$ cat src/rtl/mem_bus_ctrl.sv
`default_nettype none
// ============================================================================
//  Module      : mem_bus_ctrl
//  Description : Sequencing stage between the memory address decoder and the
//                data memory / VGA / I/O devices of the MIPS32 SoC. Accepts a
//                CPU read or write request together with the decoded address,
//                the one-hot target enable and the read-data select. It then
//                drives exactly one device enable, stalls the CPU until the
//                access completes, and registers the returned read data.
//                Decode errors and VGA timeouts are reported as a one-cycle
//                addr_err pulse.
//
//  Optional    : MEM_BUS_STATS_EN - when defined, acc_cnt and err_cnt are
//                saturating 16-bit counters of completed accesses and error
//                pulses. When undefined, both outputs are tied to zero.
//
//  Ports       : clk, rst_n             clock, async active-low reset
//                mR, mW                 CPU read / write request
//                pAd                    decoded physical address
//                mE                     target one-hot {io, vga, dm}
//                mB                     read select 00 dm, 01 vga, 10 io
//                iAd                    invalid-address flag from decoder
//                wdata                  CPU write data
//                dm/vga/io_rdata        device read data
//                vga_ready              VGA access-complete strobe
//                dev_addr, dev_wdata    registered address / write data
//                dm_en, vga_en, io_en   device enables
//                dev_we                 write strobe (only with an enable)
//                rdata                  registered read data to the CPU
//                stall                  CPU hold
//                addr_err               one-cycle error pulse
//                acc_cnt, err_cnt       statistics counters (optional)
//
//  Revision    : 1.0 - initial release
// ============================================================================
module mem_bus_ctrl #(
    parameter int ADDR_W      = 13,
    parameter int DATA_W      = 32,
    parameter int VGA_TIMEOUT = 16
) (
    input  logic              clk,
    input  logic              rst_n,
    input  logic              mR,
    input  logic              mW,
    input  logic [ADDR_W-1:0] pAd,
    input  logic [2:0]        mE,
    input  logic [1:0]        mB,
    input  logic              iAd,
    input  logic [DATA_W-1:0] wdata,
    input  logic [DATA_W-1:0] dm_rdata,
    input  logic [DATA_W-1:0] vga_rdata,
    input  logic [DATA_W-1:0] io_rdata,
    input  logic              vga_ready,
    output logic [ADDR_W-1:0] dev_addr,
    output logic [DATA_W-1:0] dev_wdata,
    output logic              dm_en,
    output logic              vga_en,
    output logic              io_en,
    output logic              dev_we,
    output logic [DATA_W-1:0] rdata,
    output logic              stall,
    output logic              addr_err,
    output logic [15:0]       acc_cnt,
    output logic [15:0]       err_cnt
);

    localparam logic [1:0] S_IDLE   = 2'd0;
    localparam logic [1:0] S_ACCESS = 2'd1;
    localparam logic [1:0] S_WAIT   = 2'd2;
    localparam logic [1:0] S_DONE   = 2'd3;

    localparam int CNT_W = (VGA_TIMEOUT > 1) ? $clog2(VGA_TIMEOUT) : 1;
    localparam logic [CNT_W-1:0] c_TMO_LAST = CNT_W'(VGA_TIMEOUT - 1);

    logic [1:0]        r_state;
    logic [CNT_W-1:0]  r_tcnt;
    logic [1:0]        r_mb;
    logic              r_write;
    logic [ADDR_W-1:0] r_dev_addr;
    logic [DATA_W-1:0] r_dev_wdata;
    logic              r_dm_en;
    logic              r_vga_en;
    logic              r_io_en;
    logic              r_dev_we;
    logic [DATA_W-1:0] r_rdata;
    logic              r_addr_err;

    logic              w_req;
    logic              w_onehot;
    logic              w_valid;
    logic [DATA_W-1:0] w_sel_rdata;

    assign w_req    = mR | mW;
    // A zero or multi-hot enable cannot address a single device, so it is
    // handled exactly like a decoder-flagged invalid address.
    assign w_onehot = (mE == 3'b001) || (mE == 3'b010) || (mE == 3'b100);
    assign w_valid  = !iAd && w_onehot;

    always_comb begin
        w_sel_rdata = '0;
        case (r_mb)
            2'b00:   w_sel_rdata = dm_rdata;
            2'b01:   w_sel_rdata = vga_rdata;
            2'b10:   w_sel_rdata = io_rdata;
            default: w_sel_rdata = '0;
        endcase
    end

    always_ff @(posedge clk or negedge rst_n) begin
        if (!rst_n) begin
            r_state     <= S_IDLE;
            r_tcnt      <= '0;
            r_mb        <= 2'b00;
            r_write     <= 1'b0;
            r_dev_addr  <= '0;
            r_dev_wdata <= '0;
            r_dm_en     <= 1'b0;
            r_vga_en    <= 1'b0;
            r_io_en     <= 1'b0;
            r_dev_we    <= 1'b0;
            r_rdata     <= '0;
            r_addr_err  <= 1'b0;
        end else begin
            // Error flag is a pulse: only the transition into DONE sets it.
            r_addr_err <= 1'b0;
            case (r_state)
                S_IDLE: begin
                    if (w_req) begin
                        if (w_valid) begin
                            r_dev_addr  <= pAd;
                            r_dev_wdata <= wdata;
                            r_mb        <= mB;
                            r_write     <= mW;   // write wins over read
                            r_dm_en     <= mE[0];
                            r_vga_en    <= mE[1];
                            r_io_en     <= mE[2];
                            r_dev_we    <= mW;
                            r_state     <= S_ACCESS;
                        end else begin
                            r_rdata    <= '0;
                            r_addr_err <= 1'b1;
                            r_state    <= S_DONE;
                        end
                    end
                end

                S_ACCESS: begin
                    if (r_vga_en && !vga_ready) begin
                        r_tcnt  <= '0;
                        r_state <= S_WAIT;
                    end else begin
                        if (!r_write) begin
                            r_rdata <= w_sel_rdata;
                        end
                        r_dm_en  <= 1'b0;
                        r_vga_en <= 1'b0;
                        r_io_en  <= 1'b0;
                        r_dev_we <= 1'b0;
                        r_state  <= S_DONE;
                    end
                end

                S_WAIT: begin
                    // A ready strobe on the last allowed cycle still counts
                    // as success, so it is tested before the timeout.
                    if (vga_ready) begin
                        if (!r_write) begin
                            r_rdata <= w_sel_rdata;
                        end
                        r_vga_en <= 1'b0;
                        r_dev_we <= 1'b0;
                        r_state  <= S_DONE;
                    end else if (r_tcnt == c_TMO_LAST) begin
                        r_rdata    <= '0;
                        r_addr_err <= 1'b1;
                        r_vga_en   <= 1'b0;
                        r_dev_we   <= 1'b0;
                        r_state    <= S_DONE;
                    end else begin
                        r_tcnt <= r_tcnt + CNT_W'(1);
                    end
                end

                S_DONE: begin
                    r_state <= S_IDLE;
                end

                default: begin
                    r_state <= S_IDLE;
                end
            endcase
        end
    end

    // The IDLE term is combinational so the CPU is held in the same cycle it
    // raises a request; the access itself starts on the following edge.
    assign stall = (r_state == S_ACCESS) || (r_state == S_WAIT) ||
                   ((r_state == S_IDLE) && w_req);

    assign dev_addr  = r_dev_addr;
    assign dev_wdata = r_dev_wdata;
    assign dm_en     = r_dm_en;
    assign vga_en    = r_vga_en;
    assign io_en     = r_io_en;
    assign dev_we    = r_dev_we;
    assign rdata     = r_rdata;
    assign addr_err  = r_addr_err;

`ifdef MEM_BUS_STATS_EN
    logic [15:0] r_acc_cnt;
    logic [15:0] r_err_cnt;

    // Each access spends exactly one cycle in DONE; the error flag is high
    // in that cycle precisely when the access failed.
    always_ff @(posedge clk or negedge rst_n) begin
        if (!rst_n) begin
            r_acc_cnt <= 16'h0000;
            r_err_cnt <= 16'h0000;
        end else if (r_state == S_DONE) begin
            if (r_addr_err) begin
                if (r_err_cnt != 16'hFFFF) begin
                    r_err_cnt <= r_err_cnt + 16'd1;
                end
            end else begin
                if (r_acc_cnt != 16'hFFFF) begin
                    r_acc_cnt <= r_acc_cnt + 16'd1;
                end
            end
        end
    end

    assign acc_cnt = r_acc_cnt;
    assign err_cnt = r_err_cnt;
`else
    assign acc_cnt = 16'h0000;
    assign err_cnt = 16'h0000;
`endif

endmodule
`default_nettype wire

$ cat config.mk
export PLATFORM = sky130hd
export DESIGN_NAME = mem_bus_ctrl
export DESIGN_NICKNAME = d
export VERILOG_FILES = /design/src/rtl/mem_bus_ctrl.sv
export SDC_FILE = /design/constraint.sdc
export NUM_CORES = 1
export LEC_CHECK = 0
export ABC_AREA = 1
export BUFFER_PORTS_ARGS = -buffer_cell sky130_fd_sc_hd__clkbuf_2
export CAP_MARGIN = 20
export CORE_MARGIN = 2
export CORE_UTILIZATION = 42
export CTS_CLUSTER_SIZE = 30
export DETAILED_ROUTE_END_ITERATION = 6
export GPL_TIMING_DRIVEN = 0
export PLACE_DENSITY = 0.73
export SETUP_SLACK_MARGIN = 0.4
export SLEW_MARGIN = 10
export SYNTH_ARGS = -nofsm -noshare
export SYNTH_HDL_FRONTEND = slang
export SYNTH_SLANG_ARGS = --single-unit
$ cat constraint.sdc
create_clock -name clk -period 1.5 [get_ports clk]
set_input_delay 0.15 -clock clk [delete_from_list [all_inputs] [get_ports clk]]
set_output_delay 0.15 -clock clk [all_outputs]
set_load 0.05 [all_outputs]
==> metrics.csv <==
stage,metric,value,unit
yosys,synth_edf_count,0,
cts,clock-sinks,91,
setup_path,slowest_delay,0.42,ns
timing,setup_ws,-0.305,ns
status,outcome,finished with violations,
grt,antenna_found_initial,0,
timing,final_max_slew_viol_count,0,
routing,ant_nets,0,
yosys,synth_ff_type,dfrtp_1,
yosys,yosysTopAreaCell,dfrtp_1,
setup_path,cp_common_cell,inv_2,
status,violations,negative setup slack,
yosys,synth_area_leaders,"dfrtp_1, nand2_1, nand3_1",
yosys,synthCells,790,
layout,area_growth,73.7,%
grt,grt_pass1_wl,32300,um
routing,wl_per_cell,16.6,um
routing,drt-initial-drc-count,617,
timing,tightest_slew,0.697,ns
cts,path_clk_slew,0.07,ns
place,io_buffer_count,234,
floorplanning,dieHeight,118,um
floorplanning,ios,267,
timing,maxSlewHeadroom,53.6,%
layout,final_util,75.2,%
yosys,yosysWarnings,0,
floorplanning,initial_utilization,43.3,%
yosys,async_flop_share,100,%
grt,grt_start_max_net_pins,92,
floorplanning,fp-row-count,41,
setup_path,worstSetupPathType,register to register,
timing,fin_skew,0.00832,ns
cts,cts_made_buffers,9,
setup_path,critPathBufInv,7,
pwr,p_per_area,2600,mW/mm^2
place,place_ws,-0.210,ns
grt,track_usage,28.5,%
timing,fmax,554,MHz
cts,clock_path_buffers,2,
setup_path,end_kind,register,
cts,htree_levels,3,
setup_path,start_kind,register,
setup_path,critPathMaxFanout,9,
routing,viasPerCell,5.09,
timing,setup_tns,-18.49,ns
cts,cts_tree,yes,
floorplanning,die_x,118,um
timing,finalCriticalPeriod,1.80,ns
floorplanning,dieArea,0.0140,mm^2
layout,final_layout_size_suffix_gt1_share,39.1,%
timing,grt_setup_unrepaired,yes,
cts,cts_root_buf,clkbuf_16,
min_path,hold_class,input port to register,
pwr,total_power,24.8,mW
setup_path,cpMaxStageDelayCell,dfrtp_2,
timing,fin_crit_sh,120,%
timing,hold_ws,0.0161,ns
floorplanning,coreArea,0.0127,mm^2
yosys,syn-cell-area,0.00548,mm^2
yosys,ys_seq_area_share,41.5,%
grt,grt_pass1_vias,6475,
routing,first_pass_iters,7,
cts,clk-insertion-delay-late,0.36,ns
pwr,peakVddDrop,1600,uV
setup_path,crit_arrival,2.10,ns
pwr,p_leak,5.05,nW
routing,drc,0,
place,hpwl,12600,um
place,place.gp.congestion,0.855,
layout,antenna-diode-count,0,
routing,routed_wl,22400,um
setup_path,critPathRequiredTime,1.79,ns
yosys,ys_types,27,
setup_path,cp_top_family,buffers and inverters,
setup_path,worstPathCellList,inv_2 -> ha_4 -> inv_2 -> nor2_4 -> inv_2 -> buf_8 -> buf_6 -> nor2_8 -> buf_12 -> buf_8 -> nand2_1 -> nand2_2,
layout,nets,1327,
yosys,synth-seq-cells,91,
routing,vias,6856,
timing,setup_viol,87,
yosys,synth_top_area_share,41.5,%
timing,hold_viol,0,
grt,grt_overflow,0,
yosys,synth.avg_cell_area,6.94,um^2
run,maxCapViolCount,0,
kinds of logic (layout without fill, tap and decap cells):
| kind of cell | after synthesis | in the layout | synth area share (%) |
|---|---|---|---|
| AOI/OAI and AO/OA | 69 | 69 | 6.46 |
| xor gates and xnor gates | 1 | 1 | 0.160 |
| adders and majority gates | 5 | 5 | 1.14 |
| buffers and inverters | 101 | 455 | 11.0 |
| DFF | 91 | 91 | 41.5 |
| other | 1 | 32 | 0.0684 |
| and+or+nand+nor | 522 | 522 | 39.7 |
tightest hold or removal path, stage by stage:
cell      delay, ns
clkbuf_2       0.08
nand2_1        0.04
o21ai_1        0.06
path summary, 6_finish.rpt:
path / start / to / slack [ns] / depth (start not counted)
min in group asynchronous: rst_n / rdata[20]$_DFFE_PN0P_ / 0.43 / 2
hold / removal: mB[0] / r_mb[0]$_DFFE_PN0P_ / 0.02 / 3
hold reg to reg: dev_wdata[14]$_DFFE_PN0P_ / dev_wdata[14]$_DFFE_PN0P_ / 0.49 / 2
setup / recovery: r_state[1]$_DFFE_PN0P_ / dev_wdata[2]$_DFFE_PN0P_ / -0.30 / 12
max in group asynchronous: rst_n / rdata[13]$_DFFE_PN0P_ / 0.57 / 2
setup reg to reg: r_state[1]$_DFFE_PN0P_ / dev_wdata[2]$_DFFE_PN0P_ / -0.30 / 12
layout by cell type (no fill, tap or decap), types with 2 or more instances in the layout:
cell | netlist | layout
buf_12 | 0 | 2
nor2_1 | 131 | 128
nand3_4 | 0 | 3
dlygate4sd3_1 | 0 | 34
o21ai_4 | 0 | 2
clkbuf_4 | 0 | 6
inv_2 | 1 | 7
buf_1 | 2 | 2
clkbuf_2 | 0 | 152
buf_8 | 0 | 69
clkbuf_8 | 0 | 23
clkbuf_1 | 17 | 10
inv_6 | 0 | 3
nand2_2 | 3 | 25
a21oi_1 | 5 | 3
inv_1 | 12 | 4
buf_6 | 9 | 22
nand3_1 | 134 | 132
buf_2 | 26 | 14
ha_4 | 0 | 3
clkinv_4 | 0 | 2
inv_4 | 0 | 2
nand2_1 | 247 | 221
buf_4 | 33 | 85
or2_2 | 2 | 2
clkbuf_16 | 0 | 15
o21ai_0 | 50 | 18
dfrtp_1 | 91 | 88
nand2_4 | 0 | 4
o21ai_1 | 11 | 40
nor2_2 | 2 | 2
conb_1 | 1 | 32
dfrtp_2 | 0 | 3
nor2_4 | 1 | 4
o21ai_2 | 1 | 2
power breakdown:
group	total, mW	internal (mW)	switching, mW
clock network	2.41	1.36	1.05
registers	4.66	3.57	1.09
logic	17.7	7.10	10.6
total	24.8	12.0	12.8
Yosys cell counts, types with 2 or more instances:
master,count
ha_1,5
o21ai_1,11
a21oi_1,5
dfrtp_1,91
inv_1,12
nand3_1,134
nor2_1,131
or2_2,2
buf_1,2
o21ai_0,50
nand2_1,247
nor2_2,2
buf_4,33
buf_2,26
clkbuf_1,17
buf_6,9
nand2_2,3
flip-flops by register name (all words and copies together) (netlist names):
name and count:
addr_err 1, dev_addr 13, dev_wdata 32, dev_we 1
dm_en 1, io_en 1, r_mb 2, r_state 2
r_tcnt 4, r_write 1, rdata 32, vga_en 1
routing by layer:
layer / share of wire, % / vias up / wire [um] / global-route usage (%)
met5: 0 / - / 0 / 0
met4: 2.4 / 0 / 542 / 8.73
met3: 9.8 / 56 / 2200 / 9.31
met2: 51 / 394 / 11400 / 50.2
met1: 37 / 3174 / 8260 / 32.6
li1: - / 3232 / - / -
stage by stage:
stage | cells | instance area (um^2)
final | 1347 | 9530
after global routing | 1347 | 9530
after CTS | 1321 | 8980
after detailed placement | 1227 | 7130
after global placement | 1227 | 7120
after floorplan | 821 | 5740
final cells by class:
cell class                      instances  area (um^2)
Fill cell                             900         3140
Clock buffer                           10          239
Timing Repair Buffer                  338         3020
Buffer                                 87          682
Tap cell                              172          215
Sequential cell                        91         2280
Inverter                               14         62.6
Clock inverter                          6         70.1
Multi-Input combinational cell        629         2960
repair_timing:
action / 4_1_cts / 5_1_grt
pin swaps: 8 / 31
setup buffers: 37 / 22
hold buffers: 34 / 0
hold endpoints to repair: 124 / 0
setup endpoints to repair: 174 / 245
gates resized for setup: 202 / 136
gates cloned: 7 / 4
No activity file was read; power rests on OpenSTA's default activity.
